==> src/rtl/tt_sweep_ctrl_if.sv <==
// tt_sweep_ctrl_if
// Groups the sweep request, pattern drive, response and result handshake
// signals of tt_sweep_ctrl.
//   start      request a sweep (accepted only while idle)
//   exp_tt     expected truth table, captured when a sweep is accepted
//   x0..x3     pattern driven to the external 4-input function
//   y0         response of the external function
//   tt         collected truth table, bit i = response to pattern i
//   ones       population count of tt
//   match      tt equals the captured expected table (only while out_valid)
//   out_valid  result valid
//   out_ready  consumer accepts the result
//   busy       sweep in progress or result pending
// Modport slave is the controller side, master is the requester side.
interface tt_sweep_ctrl_if;
  logic        start;
  logic [15:0] exp_tt;
  logic        x0;
  logic        x1;
  logic        x2;
  logic        x3;
  logic        y0;
  logic [15:0] tt;
  logic [4:0]  ones;
  logic        match;
  logic        out_valid;
  logic        out_ready;
  logic        busy;

  modport master (
    output start, exp_tt, y0, out_ready,
    input  x0, x1, x2, x3, tt, ones, match, out_valid, busy
  );

  modport slave (
    input  start, exp_tt, y0, out_ready,
    output x0, x1, x2, x3, tt, ones, match, out_valid, busy
  );
endinterface

==> src/rtl/tt_sweep_ctrl.sv <==
// tt_sweep_ctrl
// Walks all 16 input patterns of an external 4-input combinational function,
// waits SETTLE cycles after each pattern is driven, samples the response and
// assembles the truth table, its popcount and a compare against an expected
// table. The result is offered with a valid/ready handshake.
// Ports:
//   clk    rising-edge clock
//   rst_n  synchronous active-low reset
//   bus    tt_sweep_ctrl_if.slave (start/exp_tt in, x0..x3 out, y0 in,
//          tt/ones/match/out_valid/busy out, out_ready in)
module tt_sweep_ctrl #(
  parameter int SETTLE = 0
) (
  input  logic            clk,
  input  logic            rst_n,
  tt_sweep_ctrl_if.slave  bus
);

  localparam logic [2:0] SETTLE_C = 3'(SETTLE);

  typedef enum logic [1:0] {IDLE, RUN, DONE} state_t;

  state_t      state;
  logic [3:0]  idx;
  logic [2:0]  wcnt;
  logic [15:0] exp_q;
  logic [15:0] tt_q;
  logic [4:0]  ones_q;
  logic        match_q;
  logic        valid_q;
  logic        busy_q;
  logic [3:0]  x_q;

  logic        sample;
  logic [15:0] tt_final;

  // The current pattern has settled long enough; y0 is taken this cycle.
  assign sample = (wcnt == SETTLE_C);

  // Complete table as it will look after the pattern-15 sample, so the
  // compare result can be registered together with the last bit.
  assign tt_final = {bus.y0, tt_q[14:0]};

  always_ff @(posedge clk) begin
    if (!rst_n) begin
      state   <= IDLE;
      idx     <= 4'd0;
      wcnt    <= 3'd0;
      exp_q   <= 16'd0;
      tt_q    <= 16'd0;
      ones_q  <= 5'd0;
      match_q <= 1'b0;
      valid_q <= 1'b0;
      busy_q  <= 1'b0;
      x_q     <= 4'd0;
    end else begin
      case (state)
        IDLE: begin
          if (bus.start) begin
            state  <= RUN;
            tt_q   <= 16'd0;
            ones_q <= 5'd0;
            wcnt   <= 3'd0;
            idx    <= 4'd0;
            x_q    <= 4'd0;
            exp_q  <= bus.exp_tt;
            busy_q <= 1'b1;
          end
        end
        RUN: begin
          if (sample) begin
            tt_q[idx] <= bus.y0;
            ones_q    <= ones_q + {4'd0, bus.y0};
            wcnt      <= 3'd0;
            if (idx == 4'd15) begin
              // Last pattern: idx stays at 15, drive returns to 0.
              state   <= DONE;
              x_q     <= 4'd0;
              valid_q <= 1'b1;
              match_q <= (tt_final == exp_q);
            end else begin
              // x follows idx so the next pattern is on the pins while
              // its settle window runs.
              idx <= idx + 4'd1;
              x_q <= idx + 4'd1;
            end
          end else begin
            wcnt <= wcnt + 3'd1;
          end
        end
        DONE: begin
          if (bus.out_ready) begin
            state   <= IDLE;
            valid_q <= 1'b0;
            match_q <= 1'b0;
            busy_q  <= 1'b0;
          end
        end
        default: state <= IDLE;
      endcase
    end
  end

  assign bus.x0        = x_q[0];
  assign bus.x1        = x_q[1];
  assign bus.x2        = x_q[2];
  assign bus.x3        = x_q[3];
  assign bus.tt        = tt_q;
  assign bus.ones      = ones_q;
  assign bus.match     = match_q;
  assign bus.out_valid = valid_q;
  assign bus.busy      = busy_q;

endmodule
==> src/flat_wrapper.sv <==
// flat-port wrapper written by rule: the top's interface ports become plain ports
module tt_sweep_ctrl_flat 
#(
  parameter int SETTLE = 0
)
  (clk, rst_n, bus_start, bus_exp_tt, bus_y0, bus_out_ready, bus_x0, bus_x1, bus_x2, bus_x3, bus_tt, bus_ones, bus_match, bus_out_valid, bus_busy);
  tt_sweep_ctrl_if bus_i ();
  input  logic clk;
  input  logic rst_n;
  input wire logic [$bits(bus_i.start)-1:0] bus_start;
  input wire logic [$bits(bus_i.exp_tt)-1:0] bus_exp_tt;
  input wire logic [$bits(bus_i.y0)-1:0] bus_y0;
  input wire logic [$bits(bus_i.out_ready)-1:0] bus_out_ready;
  output wire logic [$bits(bus_i.x0)-1:0] bus_x0;
  output wire logic [$bits(bus_i.x1)-1:0] bus_x1;
  output wire logic [$bits(bus_i.x2)-1:0] bus_x2;
  output wire logic [$bits(bus_i.x3)-1:0] bus_x3;
  output wire logic [$bits(bus_i.tt)-1:0] bus_tt;
  output wire logic [$bits(bus_i.ones)-1:0] bus_ones;
  output wire logic [$bits(bus_i.match)-1:0] bus_match;
  output wire logic [$bits(bus_i.out_valid)-1:0] bus_out_valid;
  output wire logic [$bits(bus_i.busy)-1:0] bus_busy;
  assign bus_i.start = bus_start;
  assign bus_i.exp_tt = bus_exp_tt;
  assign bus_i.y0 = bus_y0;
  assign bus_i.out_ready = bus_out_ready;
  assign bus_x0 = bus_i.x0;
  assign bus_x1 = bus_i.x1;
  assign bus_x2 = bus_i.x2;
  assign bus_x3 = bus_i.x3;
  assign bus_tt = bus_i.tt;
  assign bus_ones = bus_i.ones;
  assign bus_match = bus_i.match;
  assign bus_out_valid = bus_i.out_valid;
  assign bus_busy = bus_i.busy;
  tt_sweep_ctrl #(.SETTLE(SETTLE)) u_core (.clk(clk), .rst_n(rst_n), .bus(bus_i));
endmodule
==> config.mk <==
export PLATFORM = sky130hd
export DESIGN_NAME = tt_sweep_ctrl_flat
export DESIGN_NICKNAME = d
export VERILOG_FILES = /design/src/rtl/tt_sweep_ctrl_if.sv /design/src/rtl/tt_sweep_ctrl.sv /design/src/flat_wrapper.sv
export SDC_FILE = /design/constraint.sdc
export NUM_CORES = 1
export LEC_CHECK = 0
export BUFFER_PORTS_ARGS = -buffer_cell sky130_fd_sc_hd__buf_2
export CORE_ASPECT_RATIO = 1.4
export CORE_MARGIN = 2
export CORE_UTILIZATION = 49
export DETAILED_ROUTE_END_ITERATION = 10
export PLACE_DENSITY = 0.85
export REMOVE_ABC_BUFFERS = 1
export SLEW_MARGIN = 20
export SYNTH_ARGS = -nofsm -noshare
export SYNTH_HDL_FRONTEND = slang
export SYNTH_SLANG_ARGS = --single-unit
==> constraint.sdc <==
create_clock -name clk -period 1.5 [get_ports clk]
set_clock_uncertainty 0.15 [all_clocks]
set_input_delay 0.075 -clock clk [delete_from_list [all_inputs] [get_ports clk]]
set_output_delay 0.075 -clock clk [all_outputs]
set_load 0.02 [all_outputs]
==> summary.md, run 1 <==
| Metric | Value |
|---|---|
| Vias | 2529 |
| Max Clk Rate | roughly 0.64 GHz |
| Fill cell count | 390 |
| GRT Util Overall | 0.230 |
| I/O Buffers | 48 |
| Setup TNS | -448 ps |
| Clock Tree Buf Depth | 2 |
| Slew HR | 0.758 |
| Drt first pass iters | 4 |
| Ys async rst share | 0 |
| Pwr Total | 2.94 mW |
| Final Util | 0.663 |
| Vias in the first global route | 2350 |
| Clock transition at path regs | about 100 ps |
| Count of final setup violators | 22 |
| Yosys reg bits | between 50 and 60 |
| Leak Pwr | around 1.5 nW |
| Worst-margin pin slew | 361 ps |
| Mapped cell area | between 2000 and 3000 um^2 |
| Clk sinks | 53 |
| Library cells used by synthesis | between 40 and 50 |
| CP Capture Type | flip-flop |
| Switch Pwr | 0.780 mW |
| Avg Inst Size Synth | roughly 8.3 um^2 |
| Worst Setup Path Type | flip-flop to flip-flop |
| Synth Flop Type | dfxtp_1 |
| Largest net degree at the start of global routing | 28 |
| Die Y-Extent | between 80 and 90 um |
| Minimum clock period | 1560 ps |
| DRC viols | 0 |
| DP Wirelength | 4360 um |
| Cell Pwr Density | 866 nW/um^2 |
| Starting density of the core | 0.502 |
| Gr ovfl total | 0 |
| Internal power | approximately 2.2 mW |
| Synth area leader | dfxtp_1 |
| GR peak layer | met2 |
| DR WL/cell | between 10 and 15 um |
| Number of synthesized flops with an enable pin | 0 |
| H-tree depth | 2 |
| Met3 usage | 0.0299 |
| First-pass GRT wire length | 10700 um |
| Max FO, Critical Path | 27 |
| CTS tree | yes |
| Post-route ant nets | 0 |
| Post-synth top area share | 0.413 |
| Clock power share | 0.332 |
| Via/cell ratio | around 5.5 |
| # nets final | 421 |
| CORE AREA | 5120 um^2 |
| Seq pwr share | 0.503 |
| Placed Cells incl. Taps | 430 |
| Clk Latency, worst-skew pair | 310 ps |
| Io pins | 49 |
| CP Data Required Time | 1550 ps |
| Antenna violations before repair | 0 |
| Outcome | finished, violations left |
| Layout Cells excl Fill | 459 |
| Die footprint | ~5800 um^2 |
| Yosys warning count | 0 |
| Initial DRC Count | 159 |
| Num rows | 31 |
| Slew Limit Fails | 0 |
| CP Data Arrival Time | 1600 ps |
| Final hold vios | 0 |
| DP Worst Slack | -135 ps |
| Failing checks | setup timing |
| Root Buffer | clkbuf_8 |
| Worst Hold Class | input port to flip-flop |
| Final GP Congestion | 0.828 |
| Final worst slack | -55.9 ps |
| Die width | about 65 um |
| Antenna diode count | 0 |
| Sw frac | 0.265 |
| CTS Buf Count | 5 |
| Crit path launch type | flip-flop |
| Layout area overhead | 32.2% |
| Final wirelength | 6820 um |
| Max-cap violation count | 0 |
| Comb power frac | 0.165 |
| Layout cells sized above 1 | 0.313 |
| Postcts setup bufs | 0 |
| Syn Inst Count | 309 |
| Routing usage on met1 | 0.274 |
| Largest cells by area after synthesis | dfxtp_1, a21oi_1, nand2_1, xor2_1, nand4_1 |
| Met2 Use GR | 0.413 |
| Maximum VDD drop | 0.484 mV |
| Post-synthesis sequential area ratio | 0.413 |
| Final cycle utilization of the critical path | 1.04 |
| RSZ-0062 raised after global routing | true |
## area by class of cell
type                    instances  area (um^2)  area share
well taps                      66         82.6      0.0243
repair buffers                100          686       0.202
inverters                       7         26.3     0.00773
multi-input cells             225         1420       0.417
clock inverters                 3         46.3      0.0136
flip-flops and latches         53         1070       0.316
clock buffers                   5         68.8      0.0203
## critical path: stages (launching register included)
cell and delay, ps:
dfxtp_2 340, inv_2 70, ha_4 130, nand3b_1 120, a21o_4 330, o21ai_0 230
a21oi_1 90
## power groups by stage
stage | logic [mW] | clock network, mW | registers [mW]
detailed placement | 0.401 | 0 | 1.51
floorplan | 0.214 | 0 | 1.52
CTS | 0.466 | 0.990 | 1.48
global placement | 0.388 | 0 | 1.51
finish | 0.485 | 0.977 | 1.48
global route | 0.532 | 1.04 | 1.48
## logic make-up after synthesis
family / after synthesis / share of synthesized area
AO/OA/AOI/OAI: 91 / 0.191
XOR/XNOR: 19 / 0.0648
adder cells (fa/ha/maj): 8 / 0.0389
buffers and inverters: 34 / 0.0798
flip-flops: 53 / 0.413
multiplexers: 2 / 0.00779
AND/OR/NAND/NOR: 102 / 0.205
## per-stage QoR
stage	hold slack [ps]	instance area [um^2]
floorplan	56.2	2390
global placement	168	2980
detailed placement	175	2980
CTS	30.2	3360
global route	48.4	3400
finish	36.7	3400
## registers in the layout, indices dropped and copies added, names as in the netlist
name                  flops
u_core.idx                4
u_core.bus.match          1
u_core.x_q                4
u_core.bus.tt            16
u_core.bus.busy           1
u_core.exp_q             16
u_core.bus.ones           5
u_core.wcnt               3
u_core.bus.out_valid      1
u_core.state              2
## Yosys cell counts, types with 2 or more instances
cell type  instances
a21oi_1           61
dfxtp_1           53
nand2_1           43
o21ai_0           21
nand4_1           20
xor2_1            16
nor2_1            10
clkbuf_1           8
ha_1               8
buf_2              7
inv_1              7
buf_6              6
nand3_1            5
buf_4              3
nor4_1             3
xnor2_1            3
a211oi_1           2
a22oi_1            2
and2_1             2
mux2i_1            2
nand2b_1           2
nand3b_1           2
nor2b_1            2
nor3_1             2
or3_1              2
## worst paths after layout
kind / from / to / depth (start not counted) / slack [ps]
max: u_core.wcnt[0] / u_core.bus.tt[12] / 6 / -60
min: bus_start / u_core.wcnt[1] / 4 / 40
max reg2reg: u_core.wcnt[0] / u_core.bus.tt[12] / 6 / -60
min reg2reg: u_core.x_q[0] / u_core.x_q[0] / 2 / 320
## cells in the final DEF (no fill, tap or decap), types with 5 or more instances in the layout
cell type      instances
a21oi_1               61
buf_2                 48
dfxtp_1               48
nand2_1               42
buf_4                 31
nand4_1               20
dlygate4sd3_1         19
xor2_1                16
o21ai_0               15
nor2_1                10
o21ai_1                6
inv_1                  5
clkbuf_8               5
## timing repair
item                       4_1_cts  5_1_grt
pin swaps                        3        6
hold endpoints to repair        25        0
hold buffers                    19        0
gates cloned                     2        1
gates resized for setup         18       20
setup endpoints to repair       32       49
## routing by layer
layer | vias to the layer above | routed length [um]
met5 | - | 0
met4 | 0 | 169
met3 | 13 | 229
met2 | 66 | 3610
met1 | 1215 | 2810
li1 | 1235 | -
(Power assumes the default switching activity.)
==> run 2, diff against run 1 <==
CORE_MARGIN = unset   (was 2)
GPL_TIMING_DRIVEN = 0   (was unset)
SKIP_CTS_REPAIR_TIMING = 1   (was unset)
==> run 2 against run 1 <==
Register-to-register slack worse by 110 ps. Critical path type unchanged. Sequential share of layout area up 0.70 points. Global-route usage fell by 2.0 points. Flip-flop and latch count is the same. The run still ends with setup timing left. Via count increased by 4.8%. Combinational power grew 8.0%. Clock power fell by 2.6%.
==> summary.md, run 2 (synthesis results as in run 1) <==
| Metric | Value |
|---|---|
| CTS tree | yes |
| RSZ-0062 raised after global routing | true |
| Final GP Congestion | 0.753 |
| Clk Latency, worst-skew pair | 310 ps |
| Largest net degree at the start of global routing | 50 |
| Register area | 1080 um^2 |
| Num rows | 30 |
| Max Clk Rate | ~0.60 GHz |
| Final wirelength | approximately 8000 um |
| Drt first pass iters | 4 |
| Hold slack | 68.6 ps |
| Multi-input gate area | about 1600 um^2 |
| DRC viols | 0 |
| Final cycle utilization of the critical path | 1.11 |
| DP Wirelength | ~3800 um |
| Slew HR | 0.428 |
| Pwr Total | 2.96 mW |
| Vias in the first global route | approximately 2.1k |
| Final worst slack | -162 ps |
| Minimum clock period | about 1700 ps |
| Die footprint | 5540 um^2 |
| GRT Util Overall | 0.210 |
| Clock Tree Buf Depth | 2 |
| Slew Limit Fails | 0 |
| Cell Pwr Density | 889 nW/um^2 |
| Via/cell ratio | around 6.1 |
| Antenna diode count | 0 |
| Outcome | finished, violations left |
| Worst-margin pin slew | 857 ps |
| Maximum VDD drop | 0.875 mV |
| Layout area overhead | 29.7% |
| Die Y-Extent | 87.7 um |
| CORE AREA | 4950 um^2 |
| Io pins | 49 |
| Antenna violations before repair | 0 |
| CP Data Arrival Time | approximately 1700 ps |
| Crit path launch type | flip-flop |
| Die width | approximately 63 um |
| I/O Buffers | 48 |
| Leak Pwr | 1.38 nW |
| H-tree depth | 2 |
| CTS Buf Count | 5 |
| DR WL/cell | 18.6 um |
| Final hold vios | 0 |
| CP Data Required Time | approximately 1500 ps |
| Clk sinks | between 50 and 60 |
| Fill cell count | roughly 370 |
| Gr ovfl total | 0 |
| Commonest non-fill, non-tap cell in the layout | a21oi_1 |
| Most frequent cells in the layout | a21oi_1, buf_2, dfxtp_1 |
| Max FO, Critical Path | 7 |
| Worst Setup Path Type | flip-flop to flip-flop |
| Initial DRC Count | roughly 180 |
| Failing checks | setup timing |
| Max-cap violation count | 0 |
| CP Capture Type | flip-flop |
| Vias | about 2.7k |
| Layout cells sized above 1 | 0.340 |
| First-pass GRT wire length | approximately 9300 um |
| # nets final | 397 |
| Clock transition at path regs | approximately 90 ps |
| Root Buffer | clkbuf_8 |
| Starting density of the core | 0.519 |
| Post-route ant nets | 0 |
| Worst Hold Class | input port to flip-flop |
| Dpl cell area | 2710 um^2 |
| Design area | 3330 um^2 |
| Count of final setup violators | 30 |
-- run 2: cell type report --
type	count	share of cell area
multi-input combinational	230	0.476
tap	64	0.0240
inverter	7	0.00788
timing repair buffer	71	0.138
clock inverter	2	0.0105
sequential	53	0.323
clock buffer	5	0.0206
-- run 2: per-stage QoR --
stage                     setup WS [ps]  instances  TNS (ps)   util
final                              -162        432     -2060  0.673
after global routing               -190        432     -3610  0.673
after CTS                          -436        401    -14830  0.569
after detailed placement           -429        394    -14060  0.548
after global placement             -589        394    -19730  0.547
after floorplan                    -128        282     -2820      -
-- run 2: power by group --
group	internal (mW)	leakage (nW)	switching [mW]
registers	1.45	0.435	0.0391
clock network	0.486	0.0540	0.467
logic	0.202	0.890	0.322
-- run 2: worst max-delay path, stage by stage (launching register included) --
cell and delay [ps]:
dfxtp_2 340, inv_2 70, ha_4 130, nand3b_1 80, buf_6 160, a21o_4 270
o21ai_0 200, a21oi_1 100
-- run 2: worst paths after layout --
path	cells after the start	slack, ps	end	start
setup / recovery	7	-160	u_core.bus.tt[8]	u_core.wcnt[1]
hold / removal	4	70	u_core.wcnt[1]	bus_start
setup reg to reg	7	-160	u_core.bus.tt[8]	u_core.wcnt[1]
hold reg to reg	2	310	u_core.x_q[2]	u_core.x_q[2]
-- run 2: per-layer routing --
metal  share of wire  vias up  routed length (um)  track usage
met1            0.36     1238                2920        0.237
met3           0.094       30                 755       0.0404
li1                -     1203                   -            -
met4           0.037        0                 295        0.112
met5               0        -                   0            0
met2            0.51      179                4070        0.373
